**config.mk**
```make
export PLATFORM = sky130hd
export DESIGN_NAME = fp_convert_stream
export DESIGN_NICKNAME = d
export VERILOG_FILES = /design/src/rtl/fp_convert_stream.sv
export SDC_FILE = /design/constraint.sdc
export NUM_CORES = 1
export LEC_CHECK = 0
export ABC_AREA = 1
export CAP_MARGIN = 20
export CORE_MARGIN = 3
export CORE_UTILIZATION = 50
export CTS_BUF_LIST = sky130_fd_sc_hd__clkbuf_16
export CTS_CLUSTER_DIAMETER = 30
export DETAILED_ROUTE_END_ITERATION = 6
export GPL_ROUTABILITY_DRIVEN = 1
export PLACE_DENSITY = 0.88
export SLEW_MARGIN = 20
export SYNTH_ARGS = -nofsm -noshare
export SYNTH_HDL_FRONTEND = slang
export SYNTH_SLANG_ARGS = --single-unit
export TNS_END_PERCENT = 20
```
**constraint.sdc**
```tcl
create_clock -name clk -period 1.9 [get_ports clk]
set_input_delay 0.57 -clock clk [delete_from_list [all_inputs] [get_ports clk]]
set_output_delay 0.57 -clock clk [all_outputs]
set_load 0.005 [all_outputs]
```
**src/rtl/fp_convert_stream.sv**
```systemverilog
// rtl/fp_convert_stream.sv - multi-channel fixed-point format converter, 2-stage streaming pipeline
// Stage 1 aligns/rounds each channel; stage 2 range-checks, saturates or wraps, and flags clips.
module fp_convert_stream #(
  parameter int N_CH       = 4,
  parameter int IN_IW      = 4,
  parameter int IN_QW      = 12,
  parameter int OUT_IW     = 2,
  parameter int OUT_QW     = 8,
  parameter int IN_SIGNED  = 1,
  parameter int OUT_SIGNED = 1,
  parameter int CLIP       = 1,
  parameter int RND        = 1,
  parameter int CNT_W      = 16
) (
  input  logic                                clk,
  input  logic                                rst_n,
  input  logic                                in_valid,
  output logic                                in_ready,
  input  logic [N_CH*(IN_IW+IN_QW)-1:0]       in_data,
  output logic                                out_valid,
  input  logic                                out_ready,
  output logic [N_CH*(OUT_IW+OUT_QW)-1:0]     out_data,
  output logic [N_CH-1:0]                     out_clip,
  input  logic                                cnt_clr,
  output logic [CNT_W-1:0]                    clip_cnt
);

  localparam int WI = IN_IW + IN_QW;
  localparam int WO = OUT_IW + OUT_QW;
  localparam int SH = (OUT_QW >= IN_QW) ? OUT_QW - IN_QW : 0;
  localparam int K  = (OUT_QW < IN_QW) ? IN_QW - OUT_QW : 0;
  // One extra bit makes unsigned inputs non-negative in a signed container.
  localparam int EW = WI + 1;
  // Aligned width plus one guard bit so a rounding carry cannot wrap.
  localparam int AW = EW - K + SH + 1;
  localparam int CW = ((AW > WO + 2) ? AW : WO + 2) + 1;
  localparam logic signed [CW-1:0] ONE = 1;
  localparam logic signed [CW-1:0] HI  = (OUT_SIGNED != 0) ? (ONE <<< (WO - 1)) - ONE
                                                            : (ONE <<< WO) - ONE;
  localparam logic signed [CW-1:0] LO  = (OUT_SIGNED != 0) ? -(ONE <<< (WO - 1)) : '0;

  if (N_CH < 1 || N_CH > 16) begin : g_bad_nch
    $error("fp_convert_stream: N_CH must be in 1..16");
  end
  if (RND < 0 || RND > 2) begin : g_bad_rnd
    $error("fp_convert_stream: RND must be 0, 1 or 2");
  end
  if (WI < 2 || WI > 63 || WO < 2 || WO > 63) begin : g_bad_wl
    $error("fp_convert_stream: word lengths must be in 2..63");
  end

  logic [N_CH*AW-1:0] rnd_all;
  logic [N_CH*AW-1:0] s1_data;
  logic [N_CH*WO-1:0] sat_all;
  logic [N_CH-1:0]    flag_all;
  logic               s1_valid;
  logic               s1_load;
  logic               s2_load;

  assign in_ready = !s1_valid || !out_valid || out_ready;
  assign s1_load  = in_valid && in_ready;
  assign s2_load  = s1_valid && (!out_valid || out_ready);

  for (genvar c = 0; c < N_CH; c++) begin : g_ch
    logic [WI-1:0]         din;
    logic signed [EW-1:0]  ext;
    logic signed [AW-1:0]  rnd;
    logic signed [AW-1:0]  s;
    logic signed [CW-1:0]  v;
    logic                  over;
    logic                  under;

    assign din = in_data[c*WI +: WI];
    assign ext = (IN_SIGNED != 0) ? {din[WI-1], din} : {1'b0, din};

    if (OUT_QW >= IN_QW) begin : g_shl
      assign rnd = {{(SH+1){ext[EW-1]}}, ext} << SH;
    end else begin : g_round
      logic signed [EW-K-1:0] flr;
      logic                   rbit;
      logic                   sticky;
      logic                   inc;
      logic                   unused_rnd_bits;

      assign flr  = ext[EW-1:K];
      assign rbit = ext[K-1];
      if (K > 1) begin : g_sticky
        assign sticky = |ext[K-2:0];
      end else begin : g_nosticky
        assign sticky = 1'b0;
      end
      // Convergent mode only bumps a tie when the floored value is odd.
      assign inc = (RND == 0) ? 1'b0
                 : (RND == 1) ? rbit
                 : (rbit && (sticky || flr[0]));
      assign rnd = {flr[EW-K-1], flr} + {{(AW-1){1'b0}}, inc};
      assign unused_rnd_bits = rbit ^ sticky;
    end

    assign rnd_all[c*AW +: AW] = rnd;

    assign s     = s1_data[c*AW +: AW];
    assign v     = {{(CW-AW){s[AW-1]}}, s};
    assign over  = v > HI;
    assign under = v < LO;

    assign flag_all[c]         = over || under;
    assign sat_all[c*WO +: WO] = (CLIP != 0 && over)  ? HI[WO-1:0]
                               : (CLIP != 0 && under) ? LO[WO-1:0]
                               : v[WO-1:0];
  end

  always_ff @(posedge clk or negedge rst_n) begin
    if (!rst_n) begin
      s1_valid <= 1'b0;
      s1_data  <= '0;
    end else begin
      if (s1_load) begin
        s1_valid <= 1'b1;
        s1_data  <= rnd_all;
      end else if (s2_load) begin
        s1_valid <= 1'b0;
      end
    end
  end

  always_ff @(posedge clk or negedge rst_n) begin
    if (!rst_n) begin
      out_valid <= 1'b0;
      out_data  <= '0;
      out_clip  <= '0;
    end else begin
      if (s2_load) begin
        out_valid <= 1'b1;
        out_data  <= sat_all;
        out_clip  <= flag_all;
      end else if (out_ready) begin
        out_valid <= 1'b0;
      end
    end
  end

  // Clear has priority over a same-cycle increment.
  always_ff @(posedge clk or negedge rst_n) begin
    if (!rst_n) begin
      clip_cnt <= '0;
    end else if (cnt_clr) begin
      clip_cnt <= '0;
    end else if (out_valid && out_ready && (|out_clip) && (clip_cnt != {CNT_W{1'b1}})) begin
      clip_cnt <= clip_cnt + CNT_W'(1);
    end
  end

endmodule

```
==> results.json, run 1 <==
{
  "outcome": "finished clean",
  "ios": 131,
  "tritoncts": "yes",
  "cp_slowest_stage_delay_ns": 0.55,
  "r2r_setup_slack_ns": 0.06,
  "hold_violations": 0,
  "clock-root-buffer": "clkbuf_16",
  "cp_max_fo": 2,
  "routed_wl_mm": 15.4,
  "clock_skew_ns": 0.0167,
  "p_leak_nw": 3.86,
  "place_congestion": 0.872,
  "synthDistinctLibCells": 29,
  "max_slew_margin_pct": 40.3,
  "clk_pin_slew_ns": 0.05,
  "start_util_pct": 51.7,
  "port_buffers": 118,
  "syn_area_sq_mm": 0.00565,
  "r2r_start": "clip_cnt[0]",
  "cts_num_sinks": 114,
  "coreArea_sq_mm": 0.0109,
  "switchingPower_mw": 2.38,
  "endpoint_kind": "output pin",
  "ant_nets": 0,
  "syn_nets": 797,
  "dieWidth_um": 112,
  "fmax_mhz": 535,
  "clk_latency_ns": 0.41,
  "h-tree-depth": 4,
  "synth_cells": 719,
  "dieArea_sq_mm": 0.0126,
  "grt_pass1_vias": 5410,
  "required_ns": 1.33,
  "grt_max_degree": 44,
  "route.detailed.drc": 0,
  "startpoint_type": "flip-flop",
  "antenna_found_initial": 0,
  "critPathKind": "flip-flop to output pin",
  "min_period_ns": 1.87,
  "viasPerCell": 5.31,
  "cp_top_family": "buffers and inverters",
  "arrival_ns": 1.30,
  "area_growth_pct": 42.2,
  "tightest_slew_ns": 0.896,
  "maxSlewViolCount": 0,
  "max-cap-violations": 0,
  "slowest_stage": "clkdlybuf4s50_1",
  "cts_buffer_depth": 2,
  "setup_viol": 0,
  "r2r_cells": 9,
  "die_h_um": 112,
  "power_frac_seq_pct": 39.4,
  "combinationalPowerShare_pct": 23.7,
  "p_clk_share_pct": 36.9,
  "rsz0062_at_grt": "false",
  "worst-path-buf-inv": 1,
  "fin_setup_tns_ns": 0,
  "power.total_mw": 8.40,
  "switching_share_pct": 28.4,
  "diodes": 0,
  "grt_pass1_wl_mm": 25.3,
  "grt_usage_pct": 24.8,
  "hp-class": "input pin to asynchronous set/reset pin",
  "hpwlAfterDp_mm": 10.2,
  "p_int_mw": 6.02,
  "wire_per_inst_um": 14.7,
  "synth.avg_cell_area_sq_um": 7.86,
  "nets": 975,
  "seq_area_frac_synth_pct": 50.5,
  "drt_iter0_markers": 490,
  "fin_crit_sh_pct": 98.3,
  "drive_gt1_share_pct": 12.1,
  "first_pass_iters": 5,
  "gr-total-overflow": 0,
  "r2r-end": "clip_cnt[3]",
  "num_vias": 5571,
  "path_cells": "clkdlybuf4s50_1",
  "ys_seq_elements": 114,
  "cts_made_buffers": 17,
  "ys_warn_count": 0,
  "p_per_area_mw_per_mm2": 1050,
  "peakVddDrop_mv": 0.567,
  "rows": 38
}
worst max path at each step:
stage | end | slack (ns) | from | cells after the start
after floorplan | s1_data[46] | 0.30 | in_data[51] | 7
after global placement | in_ready | -0.49 | out_ready | 4
after detailed placement | in_ready | -0.49 | out_ready | 4
after CTS | in_ready | -0.03 | out_ready | 4
after global routing | out_data[20] | 0.0002 | out_data[20] | 1
final | out_clip[0] | 0.03 | out_clip[0] | 1
per-layer routing:
layer / routed length, um / GRT usage [%] / share of wire [%]
met5: 0 / 0 / 0
met4: 284 / 9.21 / 1.8
met3: 1060 / 6.63 / 6.9
met2: 7770 / 42.0 / 50
met1: 6280 / 30.5 / 41
logic make-up (layout without fill, tap and decap cells):
group,count (synthesis),count (layout),synth area share (%)
buf+inv,62,251,4.34
compound gates,102,102,9.59
fa+ha+maj,9,9,1.99
flops,114,114,50.5
xor+xnor,25,25,3.88
simple gates,407,408,29.7
power groups by stage:
stage               logic (mW)  clock network [mW]  registers [mW]
floorplan                0.736                   0            3.27
CTS                       2.00                3.13            3.30
detailed placement        2.00                   0            3.31
global placement          1.95                   0            3.29
global route              2.21                3.26            3.37
finish                    1.99                3.10            3.31
cell type report:
cell class,instances,area (sq um)
Fill cell,796,2900
Inverter,44,165
Timing Repair Buffer,176,1670
Sequential cell,114,2860
Multi-Input combinational cell,544,2590
Clock inverter,14,148
Tap cell,140,175
Clock buffer,17,425
synthesized netlist by cell type:
library cell | instances | area (sq um)
o21bai_1 | 3 | 22.5
nand2_1 | 233 | 875
ha_1 | 9 | 113
nor2_4 | 3 | 33.8
or2_2 | 2 | 12.5
buf_1 | 4 | 15.0
clkbuf_1 | 9 | 33.8
xnor2_1 | 7 | 61.3
nand3_1 | 46 | 230
o21ai_1 | 2 | 10.0
o31ai_1 | 1 | 7.51
o21ai_0 | 80 | 400
nor2_1 | 94 | 353
a31oi_1 | 1 | 6.26
inv_2 | 2 | 7.51
a31oi_2 | 1 | 12.5
o22ai_1 | 2 | 12.5
nand2_2 | 2 | 12.5
a22oi_1 | 1 | 7.51
buf_6 | 1 | 11.3
buf_2 | 4 | 20.0
xor2_1 | 18 | 158
dfrtp_1 | 114 | 2850
nor2_2 | 2 | 12.5
o22a_1 | 2 | 17.5
inv_1 | 42 | 158
nand4_1 | 19 | 119
a21oi_1 | 9 | 45.0
nor3_1 | 6 | 30.0
stage by stage:
| step | area, sq um | hold slack, ns | std cells | utilization (%) | worst slack (ns) |
|---|---|---|---|---|---|
| after floorplan | 5650 | 0.274 | 719 | - | 0.299 |
| after global placement | 7390 | 0.463 | 1013 | 67.6 | -0.492 |
| after detailed placement | 7390 | 0.470 | 1013 | 67.6 | -0.486 |
| after CTS | 7980 | 0.140 | 1048 | 73.0 | -0.0267 |
| after global routing | 8030 | 0.150 | 1049 | 73.4 | 0.000157 |
| final | 8030 | 0.142 | 1049 | 73.4 | 0.0323 |
flip-flops by register name, summed over array words and instances (netlist names):
register	cells
clip_cnt	16
s1_valid	1
s1_data	52
out_data	40
out_valid	1
out_clip	4
layout by cell type, fill, tap and decap left out, types with 4 or more instances in the layout:
cell	instances
dfrtp_2	7
nand3_1	45
nor2_4	5
xnor2_1	7
clkbuf_16	17
dlygate4sd2_1	18
ha_1	8
nand2_1	232
clkinv_1	5
nand4_1	19
clkinvlp_4	4
dlymetal6s2s_1	8
a21oi_1	9
inv_1	42
o21ai_0	80
buf_4	54
clkdlybuf4s50_1	90
buf_12	5
nor3_1	6
dfrtp_1	107
nor2_1	93
xor2_1	18
repair_timing:
action / CTS / global route
gates cloned: 0 / 1
pin swaps: 0 / 1
buffers inserted: 4 / 0
resized for setup: 30 / 14
setup endpoints to repair: 22 / 25
hold buffers: 0 / 0
No activity file was read; power rests on OpenSTA's default activity.
==> run 2, diff against run 1 <==
--- a/config.mk
+++ b/config.mk
@@ -6,15 +6,14 @@
 export NUM_CORES = 1
 export LEC_CHECK = 0
 export ABC_AREA = 1
-export CAP_MARGIN = 20
-export CORE_MARGIN = 3
+export CORE_MARGIN = 1
 export CORE_UTILIZATION = 50
 export CTS_BUF_LIST = sky130_fd_sc_hd__clkbuf_16
 export CTS_CLUSTER_DIAMETER = 30
 export DETAILED_ROUTE_END_ITERATION = 6
 export GPL_ROUTABILITY_DRIVEN = 1
 export PLACE_DENSITY = 0.88
-export SLEW_MARGIN = 20
+export SLEW_MARGIN = 40
 export SYNTH_ARGS = -nofsm -noshare
 export SYNTH_HDL_FRONTEND = slang
 export SYNTH_SLANG_ARGS = --single-unit
==> run 2 against run 1 <==
  * Design area is 0.73% higher
  * Clock skew is 0.0092 ns lower
  * Combinational power hardly changed
  * Clock power is 17% higher
  * Register-to-register slack better by 0.08 ns
  * Non-clock buffer count is 3 lower
==> results.json, run 2 (synthesis gave the netlist of run 1 again) <==
{
  "grt_pass1_wl_mm": 25.5,
  "routed-wl-met3_um": 952,
  "clk_pin_slew_ns": 0.05,
  "nets": 971,
  "cp_max_fo": 2,
  "endpoint_kind": "output pin",
  "rsz0062_at_grt": "false",
  "antenna_found_initial": 0,
  "arrival_ns": 1.31,
  "hold_violations": 0,
  "max-cap-violations": 0,
  "grt_pass1_vias": 5582,
  "slowest_stage": "clkdlybuf4s50_1",
  "p_per_area_mw_per_mm2": 1110,
  "p_leak_nw": 3.91,
  "cts_made_buffers": 17,
  "gr-total-overflow": 0,
  "first_pass_iters": 5,
  "h-tree-depth": 4,
  "hp-class": "input pin to asynchronous set/reset pin",
  "power.total_mw": 8.96,
  "maxSlewViolCount": 0,
  "route.met2.wl_mm": 7.85,
  "final_util_pct": 74.0,
  "wirelength_met1_mm": 6.04,
  "fin_crit_sh_pct": 98.7,
  "top_layer": "met4",
  "ios": 131,
  "diodes": 0,
  "route.detailed.drc": 0,
  "die_h_um": 108,
  "critPathKind": "flip-flop to output pin",
  "clock-root-buffer": "clkbuf_16",
  "worst-path-buf-inv": 1,
  "tritoncts": "yes",
  "drt_iter0_markers": 367,
  "area_growth_pct": 43.2,
  "setup_viol": 0,
  "viasPerCell": 5.32,
  "max_slew_margin_pct": 61.2,
  "tightest_slew_ns": 0.580,
  "dieWidth_um": 108,
  "dieArea_sq_mm": 0.0117,
  "cp_top_family": "buffers and inverters",
  "hpwlAfterDp_mm": 10.2,
  "grt_max_degree": 85,
  "largest_register_ffs": 52,
  "drive_gt1_share_pct": 11.6,
  "fmax_mhz": 533,
  "nFillCells": 782,
  "coreArea_sq_mm": 0.0109,
  "ctsHoldBuffers": 0,
  "cts_num_sinks": 114,
  "routed_wl_mm": 15.1,
  "outcome": "finished clean",
  "startpoint_type": "flip-flop",
  "final_common_cell": "nand2_1",
  "port_buffers": 118,
  "grt_usage_pct": 28.0,
  "cts_buffer_depth": 2,
  "ant_nets": 0,
  "wire_per_inst_um": 14.5,
  "min_period_ns": 1.88,
  "peakVddDrop_mv": 0.719,
  "regMostFlops": "s1_data",
  "path_cells": "clkdlybuf4s50_1",
  "start_util_pct": 51.7,
  "clk_latency_ns": 0.40,
  "largestRegisters": "s1_data (52), out_data (40), clip_cnt (16)",
  "num_vias": 5558,
  "cp_slowest_stage_delay_ns": 0.52,
  "rows": 38,
  "fin_setup_tns_ns": 0,
  "layout_common_cells": "232 x nand2_1, 110 x dfrtp_1, 92 x nor2_1, 91 x clkdlybuf4s50_1, 80 x o21ai_0",
  "place_congestion": 0.898,
  "clock_skew_ns": 0.00747,
  "required_ns": 1.33
}
==> run 2: cell count changes in the layout (fill, tap and decap cells not counted), moves of 2 or more <==
| cell | change |
|---|---|
| nor2_2 | +2 |
| buf_4 | -3 |
| clkinv_1 | -3 |
| dfrtp_1 | +3 |
| bufinv_16 | +4 |
| nor2_4 | -2 |
| clkinvlp_4 | -2 |
| dlygate4sd2_1 | -2 |
| dfrtp_2 | -3 |
==> run 2: worst paths after layout <==
check                      slack, ns         start  cells past startpoint            to
max in group asynchronous       1.35         rst_n                      2   out_clip[0]
min reg2reg                     0.48   out_data[6]                      2   out_data[6]
min                             0.18         rst_n                      2  out_data[34]
min in group clk                0.48   out_data[6]                      2   out_data[6]
max                             0.02  out_data[17]                      1  out_data[17]
max reg2reg                     0.14   clip_cnt[1]                     10   clip_cnt[7]
==> run 2: what timing repair did <==
| item | 4_1_cts | 5_1_grt |
|---|---|---|
| setup endpoints to repair | 19 | 19 |
| pin swaps | 0 | 1 |
| setup buffers | 3 | 2 |
| gates resized for setup | 26 | 11 |
| cloned | 0 | 0 |
==> run 2: cell type report <==
cell class	count	area, sq um	share of cell area [%]
Clock buffer	17	425	5.26
Timing Repair Buffer	173	1660	20.5
Clock inverter	13	241	2.98
Inverter	44	165	2.04
Tap cell	140	175	2.17
Multi-Input combinational cell	543	2570	31.7
Sequential cell	114	2860	35.3
==> run 2: metrics by stage <==
step	setup WS, ns	instance area [sq um]	cells	hold WS (ns)
after CTS	0.000553	8030	1042	0.216
after detailed placement	-0.468	7350	1009	0.466
after global routing	0.000743	8090	1044	0.236
after global placement	-0.470	7350	1009	0.463
final	0.0249	8090	1044	0.183
after floorplan	0.299	5650	719	0.274
==> run 2: power breakdown <==
| part | switching, mW | internal (mW) |
|---|---|---|
| sequential | 0.356 | 2.95 |
| combinational | 0.941 | 1.08 |
| clock | 1.08 | 2.56 |
==> run 2: metal layers <==
metal	track usage (%)	vias to the layer above
li1	-	2692
met1	33.5	2637
met2	48.8	199
met3	5.97	30
met4	11.6	0
met5	0	-
